`src/rtl/cube_pkg.sv`:
```
// rtl/cube_pkg.sv - cube geometry constants and scan FSM encoding shared by the cube driver
package cube_pkg;
  localparam int CUBE_N_LAYER = 8;
  localparam int CUBE_N_COL   = 64;
  localparam int CUBE_FRAME_W = 512;

  typedef enum logic [1:0] {
    SHIFT = 2'd0,
    LATCH = 2'd1,
    HOLD  = 2'd2
  } scan_state_t;

  function automatic logic [CUBE_N_LAYER-1:0] layer_onehot(input logic [2:0] layer);
    return {{(CUBE_N_LAYER-1){1'b0}}, 1'b1} << layer;
  endfunction
endpackage

```
`src/rtl/col_shifter.sv`:
```
// rtl/col_shifter.sv - serialises one 64-column layer word (column 63 first) onto ser_data/ser_clk
module col_shifter
  import cube_pkg::*;
#(
  parameter int CLK_DIV = 2
) (
  input  logic                  clk,
  input  logic                  rst,
  input  logic                  start,
  input  logic [CUBE_N_COL-1:0] word,
  output logic                  ser_data,
  output logic                  ser_clk,
  output logic                  last,
  output logic                  done
);
  localparam int DW = $clog2(CLK_DIV + 1);

  logic [CUBE_N_COL-1:0] sr;
  logic [5:0]            bit_cnt;
  logic [DW-1:0]         div_cnt;
  logic                  busy;
  logic                  half_end;

  assign half_end = busy && (div_cnt == DW'(CLK_DIV - 1));
  assign last     = half_end && ser_clk && (bit_cnt == 6'd63);
  assign ser_data = sr[CUBE_N_COL-1];

  // Out of reset the shifter is already running on an all-zero word, so layer 0
  // starts shifting in the very first cycle without needing a start pulse.
  always_ff @(posedge clk or negedge rst) begin
    if (!rst) begin
      sr      <= '0;
      bit_cnt <= '0;
      div_cnt <= '0;
      busy    <= 1'b1;
      ser_clk <= 1'b0;
      done    <= 1'b0;
    end else begin
      done <= last;
      if (start) begin
        sr      <= word;
        bit_cnt <= '0;
        div_cnt <= '0;
        busy    <= 1'b1;
        ser_clk <= 1'b0;
      end else if (busy) begin
        div_cnt <= half_end ? '0 : div_cnt + DW'(1);
        if (half_end) begin
          ser_clk <= ~ser_clk;
          if (ser_clk) begin
            sr      <= {sr[CUBE_N_COL-2:0], 1'b0};
            bit_cnt <= bit_cnt + 6'd1;
            if (last) busy <= 1'b0;
          end
        end
      end
    end
  end
endmodule

```
`src/rtl/cube_scan_driver.sv`:
```
// rtl/cube_scan_driver.sv - double-buffered 8x8x8 LED cube layer scanner; CUBE_BLANK_EN blanks layers during SHIFT/LATCH
module cube_scan_driver
  import cube_pkg::*;
#(
  parameter int CLK_DIV = 2,
  parameter int DWELL   = 2000
) (
  input  logic                    clk,
  input  logic                    rst,
  input  logic [CUBE_FRAME_W-1:0] frame_cube_flat,
  input  logic                    frame_valid,
  output logic                    ser_data,
  output logic                    ser_clk,
  output logic                    ser_latch,
  output logic [CUBE_N_LAYER-1:0] layer_sel,
  output logic                    frame_swapped
);
  localparam int HW = (DWELL > 1) ? $clog2(DWELL) : 1;

  scan_state_t             state, state_n;
  logic [2:0]              layer;
  logic [2:0]              next_layer;
  logic [HW-1:0]           hold_cnt;
  logic [CUBE_N_LAYER-1:0] sel_q;
  logic [CUBE_FRAME_W-1:0] pend, disp;
  logic                    pend_valid;
  logic                    start, swap, shift_last;
  logic [CUBE_N_COL-1:0]   shift_word;

  assign next_layer = layer + 3'd1;
  // Layer L's 64 columns are the contiguous bits [L*64 +: 64]; on a swap the
  // first word must come from the frame about to become displayed.
  assign shift_word = swap ? pend[CUBE_N_COL-1:0] : disp[{next_layer, 6'd0} +: CUBE_N_COL];

  col_shifter #(.CLK_DIV(CLK_DIV)) u_shifter (
    .clk      (clk),
    .rst      (rst),
    .start    (start),
    .word     (shift_word),
    .ser_data (ser_data),
    .ser_clk  (ser_clk),
    .last     (shift_last),
    .done     (ser_latch)
  );

  always_comb begin
    state_n = state;
    start   = 1'b0;
    swap    = 1'b0;
    unique case (state)
      SHIFT: if (shift_last) state_n = LATCH;
      LATCH: state_n = HOLD;
      HOLD: begin
        if (hold_cnt == HW'(DWELL - 1)) begin
          state_n = SHIFT;
          start   = 1'b1;
          swap    = (layer == 3'd7) && pend_valid;
        end
      end
      default: state_n = SHIFT;
    endcase
  end

  always_ff @(posedge clk or negedge rst) begin
    if (!rst) begin
      state         <= SHIFT;
      layer         <= '0;
      hold_cnt      <= '0;
      sel_q         <= '0;
      pend          <= '0;
      disp          <= '0;
      pend_valid    <= 1'b0;
      frame_swapped <= 1'b0;
    end else begin
      state         <= state_n;
      frame_swapped <= swap;
      hold_cnt      <= (state == HOLD) ? hold_cnt + HW'(1) : '0;
      if (start) layer <= next_layer;
      if (state == LATCH) sel_q <= layer_onehot(layer);
      if (swap) disp <= pend;
      // A strobe coinciding with the swap lands in pend after disp took the old one.
      if (frame_valid) begin
        pend       <= frame_cube_flat;
        pend_valid <= 1'b1;
      end else if (swap) begin
        pend_valid <= 1'b0;
      end
    end
  end

`ifdef CUBE_BLANK_EN
  assign layer_sel = (state == HOLD) ? sel_q : '0;
`else
  assign layer_sel = (state == LATCH) ? layer_onehot(layer) : sel_q;
`endif
endmodule
```
`config.mk`:
```
export PLATFORM = sky130hd
export DESIGN_NAME = cube_scan_driver
export DESIGN_NICKNAME = d
export VERILOG_FILES = /design/src/rtl/cube_pkg.sv /design/src/rtl/col_shifter.sv /design/src/rtl/cube_scan_driver.sv
export SDC_FILE = /design/constraint.sdc
export NUM_CORES = 2
export LEC_CHECK = 0
export ABC_AREA = 1
export BUFFER_PORTS_ARGS = -buffer_cell sky130_fd_sc_hd__buf_2
export CAP_MARGIN = 20
export CORE_UTILIZATION = 40
export DETAILED_ROUTE_END_ITERATION = 16
export GPL_TIMING_DRIVEN = 0
export MAX_ROUTING_LAYER = met4
export PLACE_DENSITY = 0.58
export SLEW_MARGIN = 20
export SYNTH_ARGS = -nofsm -noshare
export SYNTH_HDL_FRONTEND = slang
export SYNTH_HIERARCHICAL = 1
export SYNTH_SLANG_ARGS = --single-unit
```
`constraint.sdc`:
```
create_clock -name clk -period 2.4 [get_ports clk]
set_input_delay 0.36 -clock clk [delete_from_list [all_inputs] [get_ports clk]]
set_output_delay 0.36 -clock clk [all_outputs]
set_load 0.03 [all_outputs]
```
Yosys cells after proc, flatten, opt, wreduce, memory -nomap -nowiden

Cells that the tools add are included.

Bits in registers: 1125
Input bits: 515

Add/sub/neg operators: 4
Eq/ne operators: 8
Shift-type cells: 2
Multiplexer cells: 31
Bitwise gates (word level): 1
Reductions and logical operators: 12

Operator list:

| cell                  | number |
|---|---|
| $shiftx 512x10->64    | 1 |
| $mux 64               | 5 |
| $mux 6                | 4 |
| $mux 1                | 14 |
| $add 11x1->11 const B | 1 |
| $eq 11x11->1 const B  | 1 |
| $mux 11               | 1 |
| $mux 2                | 5 |
| $mux 8                | 1 |
| $reduce_bool 2->1     | 4 |
| $shl 1x3->8 const A   | 1 |
| $add 6x1->6 const B   | 1 |
| $eq 6x6->1 const B    | 1 |
| $pmux 2 s3            | 1 |
| $eq 2x1->1 const B    | 2 |
| $logic_and 1x1->1     | 4 |
| $reduce_and 2->1      | 2 |
| $add 3x1->3 const B   | 1 |
| $eq 3x3->1 const B    | 1 |
| $reduce_and 3->1      | 1 |
| $add 2x1->2 const B   | 1 |
| $eq 2x2->1 const B    | 1 |
| $logic_not 2->1       | 1 |
| $ne 2x1->1 const B    | 1 |
| other kinds (2)       | 2 |

Longest topological paths before layout

Depth in word-level cells: 9
Mapped depth: 18
Mapped depth without buffers: 13

Modules after synthesis

Netlist, hierarchy kept.

By module, submodules not included:

| module           | times used | cells each | area an instance (um^2) | sequential area each (um^2) |
|---|---|---|---|---|
| cube_scan_driver | 1          | 6408       | 48205.0                 | 26275.2 |
| col_shifter      | 1          | 432        | 3544.6                  | 1878.1 |

Worst setup path after synthesis

OpenSTA, ideal clock, no wires.

Kind: reg2reg
Start: reg layer[0]
End: reg u_shifter.sr[18]
Library setup time: 0.083 ns
Arrival time: 2.535 ns
Data required time: 2.317 ns
Setup slack: -0.218 ns
Stages on the path, launching flop included: 19
Period minus slack after synthesis: 2.618 ns
Cell sequence: dfrtp_1 clkbuf_1 clkinv_1 clkbuf_1 buf_2 ha_1 inv_1 clkbuf_1 clkbuf_1 nand3_1 nand2_1 nand2_1 nand2_1 nand2_1 nand2_1 nand2_1 o21ai_0 nand2_1 o21ai_0

Elaborated cells between the ends (all ways): 8
Classes of those cells: add/sub: 1; eq/ne: 1; shift: 1; mux: 4; reduce/logical: 1

RTL lines:

| what                   | RTL line               | source |
|---|---|---|
| from (decl)            | cube_scan_driver.sv:21 | `logic [2:0] layer;` |
| from (signal assigned) | cube_scan_driver.sv:78 | `if (start) layer <= next_layer;` |
| $add 3x1->3            | cube_scan_driver.sv:30 | `assign next_layer = layer + 3'd1;` |
| via next_layer[0]      | cube_scan_driver.sv:22 | `logic [2:0] next_layer;` |
| $shiftx 512x10->64     | cube_scan_driver.sv:33 | `assign shift_word = swap ? pend[CUBE_N_COL-1:0] : disp[{next_layer, 6'd0} +: CUBE_N_COL];` |
| $mux 64                | cube_scan_driver.sv:33 |  |
| via shift_word[18]     | cube_scan_driver.sv:28 | `logic [CUBE_N_COL-1:0] shift_word;` |
| $mux 64                | col_shifter.sv:40      | `if (start) begin` |
| to (signal assigned)   | col_shifter.sv:41      | `sr <= word;` |
| to (signal assigned)   | col_shifter.sv:51      | `sr <= {sr[CUBE_N_COL-2:0], 1'b0};` |
| to (decl)              | col_shifter.sv:18      | `logic [CUBE_N_COL-1:0] sr;` |

The timed path passes the listed nets, and every way through them passes these cells.
A chain may end at the register's enable or synchronous reset.

Final worst setup path

Ends and elaborated chain as after synthesis.

==> reports/qor.csv <==
stage,metric,value,unit
outcome,outcome,"complete, but fails checks",
outcome,violated checks,negative setup slack,
synthesis,Synth Flop Type,sky130_fd_sc_hd__dfrtp_1,
synthesis,area share of the largest cell type after synthesis,0.544,
place,HPWL Detailed,143000,um
synthesis,mean area per synthesized cell,7.57,um2
timing,final count of negative-setup-slack endpoints,70,
synthesis,net count after synthesis,7363,
route,wire length per cell,20.1,um
worst_setup_path,beginning of the worst register-to-register path,layer[0]$_DFFE_PN0P_,
route,routed via count divided by cell count,5.00,
synthesis,Area contributors post-synth,"sky130_fd_sc_hd__dfrtp_1, sky130_fd_sc_hd__nand2_1, sky130_fd_sc_hd__nand4_1, sky130_fd_sc_hd__inv_1, sky130_fd_sc_hd__nand3_1",
route,Pre-Repair DR Iteration Count,5,
worst_setup_path,worst path arrival time,3.33,ns
job,number of max-cap violations,0,
clock_network,clk slew on worst S/H paths,0.06,ns
place,Buffers on Ports,525,
clock_network,cts bufs inserted,131,
clock_network,CTS tree,built,
synthesis,"EDFF count, synth",0,
die,initial cell density of the core,0.404,
finish,fraction of layout cells with a size suffix above 1,0.154,
power,register share of total power,0.463,
die,number of placement rows,131,
route,detailed router's first-iteration violation count,4576,
timing,pins over their slew limit,0,
worst_setup_path,type of origin of the critical path,flop,
global_route,vias in the first global route,48460,
worst_setup_path,Max Fanout on Critical Path,6,
power,worst ir drop on vdd,0.000548,V
power,logic gate share of total power,0.064,
worst_setup_path,required time of the critical path,3.08,ns
global_route,maximum number of pins on one net before global-route repair,138,
timing,Final Skew,0.0395,ns
clock_network,source-to-sink clock delay at the later pin of the worst-skew pair,0.79,ns
clock_network,number of levels the H-tree was split into,4,
die,vertical die dimension,362,um
worst_setup_path,origin of the worst setup path,layer[0]$_DFFE_PN0P_,
synthesis,cell type with the highest aggregate area in the netlist,sky130_fd_sc_hd__dfrtp_1,
global_route,antenna violations before repair,3,
die,Total Die Area,131000,um2
synthesis,count of warnings emitted by yosys,6,
timing,post-route fraction of the period consumed by the critical path,1.10,
timing,minimum setup slack in the final design,-0.249,ns
worst_setup_path,Worst path top cell family by delay,buffers and inverters,
worst_setup_path,endpoint of the worst-slack reg-to-reg timing path,u_shifter/sr[18]$_DFFE_PN0P_,
route,Post-route DRC,0,
die,Floorplan Core Area,128000,um2
synthesis,part of the Yosys area used for sequential elements,0.544,
place,dpl ws,-2.23,ns
global_route,global router's overall resource usage,0.312,
worst_setup_path,classification of the worst setup path,flop to flop,
power,fraction of power spent switching nets,0.243,
timing,headroom to the max-slew limit,0.192,
power,pwr dens,640,nW/um2
die,Ports,527,
worst_setup_path,critical path's most frequent cell,sky130_fd_sc_hd__nand2_1,
synthesis,synthesis-stage register bit count,1125,
timing,final critical path time including I/O delays and setup,2.65,ns
clock_network,clock sinks,1125,
timing,achievable frequency,377,MHz
worst_setup_path,endpoint kind of the worst setup timing path,flop,
finish,diode count,0,
timing,setup repair after global routing missed its margin,yes,
place,GP Congestion,0.974,
power,cell internal power dissipation,33.4,mW
power,clock group share of total power,0.473,
global_route,first-pass GRT wire length,295000,um
finish,Final #Nets,8581,
finish,count of fill cells added during filler insertion,12162,
worst_setup_path,buffers plus inverters on the worst setup path,8,
timing,measured slew at the worst slew-check pin,1.21,ns
finish,area added between synthesis and finish,33.0,%
worst_setup_path,cell type of the slowest stage on the worst timing path,sky130_fd_sc_hd__dfrtp_1,
die,chip width,362,um
timing,count of endpoints failing hold in the final timing report,0,
clock_network,worst-case clock buffer depth,3,
worst_hold_path,path class of the lowest-slack min-delay path,input port to async pin,
power,static power due to leakage,37.2,nW
worst_setup_path,register-to-register setup slack,-0.25,ns
global_route,overflow left after global routing,0,
synthesis,share of synthesized flip-flops with an asynchronous set or reset,1.00,
worst_setup_path,number of cells traversed by the worst register-to-register path,19,
timing,Fin Hold WS,0.232,ns
power,switching power of the nets,10.7,mW
route,remaining antenna violation count after routing,0,
clock_network,clock tree root driver cell,sky130_fd_sc_hd__clkbuf_16,
route,routed wire length,199000,um
worst_setup_path,ordered list of cells on the worst path,buf_8 > clkinv_8 > clkbuf_16 > buf_12 > ha_4 > inv_4 > clkbuf_16 > buf_12 > buf_16 > nand3_4 > nand2_4 > nand2_4 > nand2_1 > nand2_1 > nand2_1 > nand2_1 > o21ai_1 > nand2_1 > o21ai_1,
synthesis,synth unique cells,32,
worst_setup_path,delay of the slowest cell on the worst path,0.40,ns
synthesis,gate count after technology mapping,6840,
synthesis,post-synth design cell area,51700,um2
route,total via count in the routed design,49386,
cells in the mapped netlist, types with 3 or more instances:
cell type	number
sky130_fd_sc_hd__inv_2	5
sky130_fd_sc_hd__nand3_1	414
sky130_fd_sc_hd__dfrtp_1	1124
sky130_fd_sc_hd__a21oi_1	8
sky130_fd_sc_hd__o21ai_1	4
sky130_fd_sc_hd__buf_6	8
sky130_fd_sc_hd__buf_2	137
sky130_fd_sc_hd__buf_4	5
sky130_fd_sc_hd__buf_1	31
sky130_fd_sc_hd__ha_1	8
sky130_fd_sc_hd__nand4_1	450
sky130_fd_sc_hd__nand2_1	3697
sky130_fd_sc_hd__inv_1	563
sky130_fd_sc_hd__o21ai_0	57
sky130_fd_sc_hd__clkbuf_1	280
sky130_fd_sc_hd__nor2_1	27
sky130_fd_sc_hd__nor3_1	3
stage by stage:
step	cell area, um2	total power, mW	util	cells	setup TNS, ns
after detailed placement	56900	22.9	0.444	9104	-542.58
after CTS	68200	44.3	0.533	9874	-9.05
final	68800	44.1	0.538	9884	-8.77
after global routing	68800	45.5	0.538	9884	-15.53
after floorplan	51800	21.3	-	6840	0
after global placement	56600	22.8	0.442	9094	-
cell families (layout without fill, tap and decap cells):
logic type,count (synthesis),count (layout),synth area share
flops,1125,1125,0.544
fa+ha+maj,8,8,0.00193
compound gates,73,73,0.00728
simple gates,4598,4598,0.366
xor+xnor,3,3,0.000508
buf+inv,1033,2348,0.0798
worst max path at each step:
| stage | endpoint | depth (start not counted) |
|---|---|---|
| 6_report | u_shifter/sr[18]$_DFFE_PN0P_ | 19 |
| 5_1_grt | u_shifter/sr[25]$_DFFE_PN0P_ | 17 |
| 4_1_cts | u_shifter/sr[26]$_DFFE_PN0P_ | 20 |
| 3_5_place_dp | u_shifter/sr[26]$_DFFE_PN0P_ | 18 |
| 3_3_place_gp | pend[160]$_DFFE_PN0P_ | 1 |
| 2_1_floorplan | u_shifter/sr[10]$_DFFE_PN0P_ | 18 |
cell type report:
class                           count  area, um2  area share
Timing Repair Buffer             1088       8550       0.124
Buffer                            460       2620      0.0381
Tap cell                         1729       2160      0.0314
Sequential cell                  1125      28200       0.409
Clock inverter                     35        531     0.00771
Clock buffer                      195       3990      0.0580
Multi-Input combinational cell   4682      20600       0.300
Inverter                          570       2160      0.0314
registers in the layout, summed over array words and instances, names as in the netlist, 2 cells and up:
| register | count |
|---|---|
| hold_cnt | 11 |
| state | 2 |
| disp | 512 |
| u_shifter/bit_cnt | 6 |
| layer | 3 |
| sel_q | 8 |
| u_shifter/sr | 64 |
| u_shifter/div_cnt | 2 |
| pend | 512 |
metal layers:
metal / wire length, um / share of wire / GRT usage / vias to the layer above
li1: - / - / - / 23642
met1: 88200 / 0.44 / 0.422 / 23749
met2: 90600 / 0.46 / 0.476 / 1672
met3: 13000 / 0.065 / 0.0483 / 323
met4: 6960 / 0.035 / 0.108 / 0
met5: 0 / 0 / - / -
worst min-delay path, stage by stage:
cell and delay [ns]:
sky130_fd_sc_hd__dlygate4sd3_1 0.58, sky130_fd_sc_hd__buf_12 0.14, sky130_fd_sc_hd__buf_16 0.36
placed cells by master (no fill, tap or decap), types with 63 or more instances in the layout:
| cell | n |
|---|---|
| sky130_fd_sc_hd__buf_2 | 609 |
| sky130_fd_sc_hd__dfrtp_1 | 1124 |
| sky130_fd_sc_hd__dlygate4sd3_1 | 516 |
| sky130_fd_sc_hd__clkbuf_16 | 141 |
| sky130_fd_sc_hd__inv_1 | 562 |
| sky130_fd_sc_hd__nand4_1 | 450 |
| sky130_fd_sc_hd__clkbuf_2 | 74 |
| sky130_fd_sc_hd__nand2_1 | 3614 |
| sky130_fd_sc_hd__nand3_1 | 316 |
| sky130_fd_sc_hd__clkbuf_1 | 198 |
| sky130_fd_sc_hd__nand3_2 | 63 |
power groups by stage:
stage	sequential, mW	clock (mW)	combinational [mW]
2_1_floorplan	20.4	0	0.880
3_3_place_gp	20.7	0	2.06
3_5_place_dp	20.7	0	2.15
4_1_cts	20.4	21.1	2.81
5_1_grt	20.4	21.9	3.15
6_report	20.4	20.8	2.82
repair_timing:
action,CTS,global route
buffers inserted,23,12
endpoints found under the hold margin,794,0
gates resized for setup,360,242
hold buffers,516,0
endpoints found under the setup margin,608,477
cloned,2,0
pin swaps,47,47
Note: power is estimated with default switching activity, not from simulation.
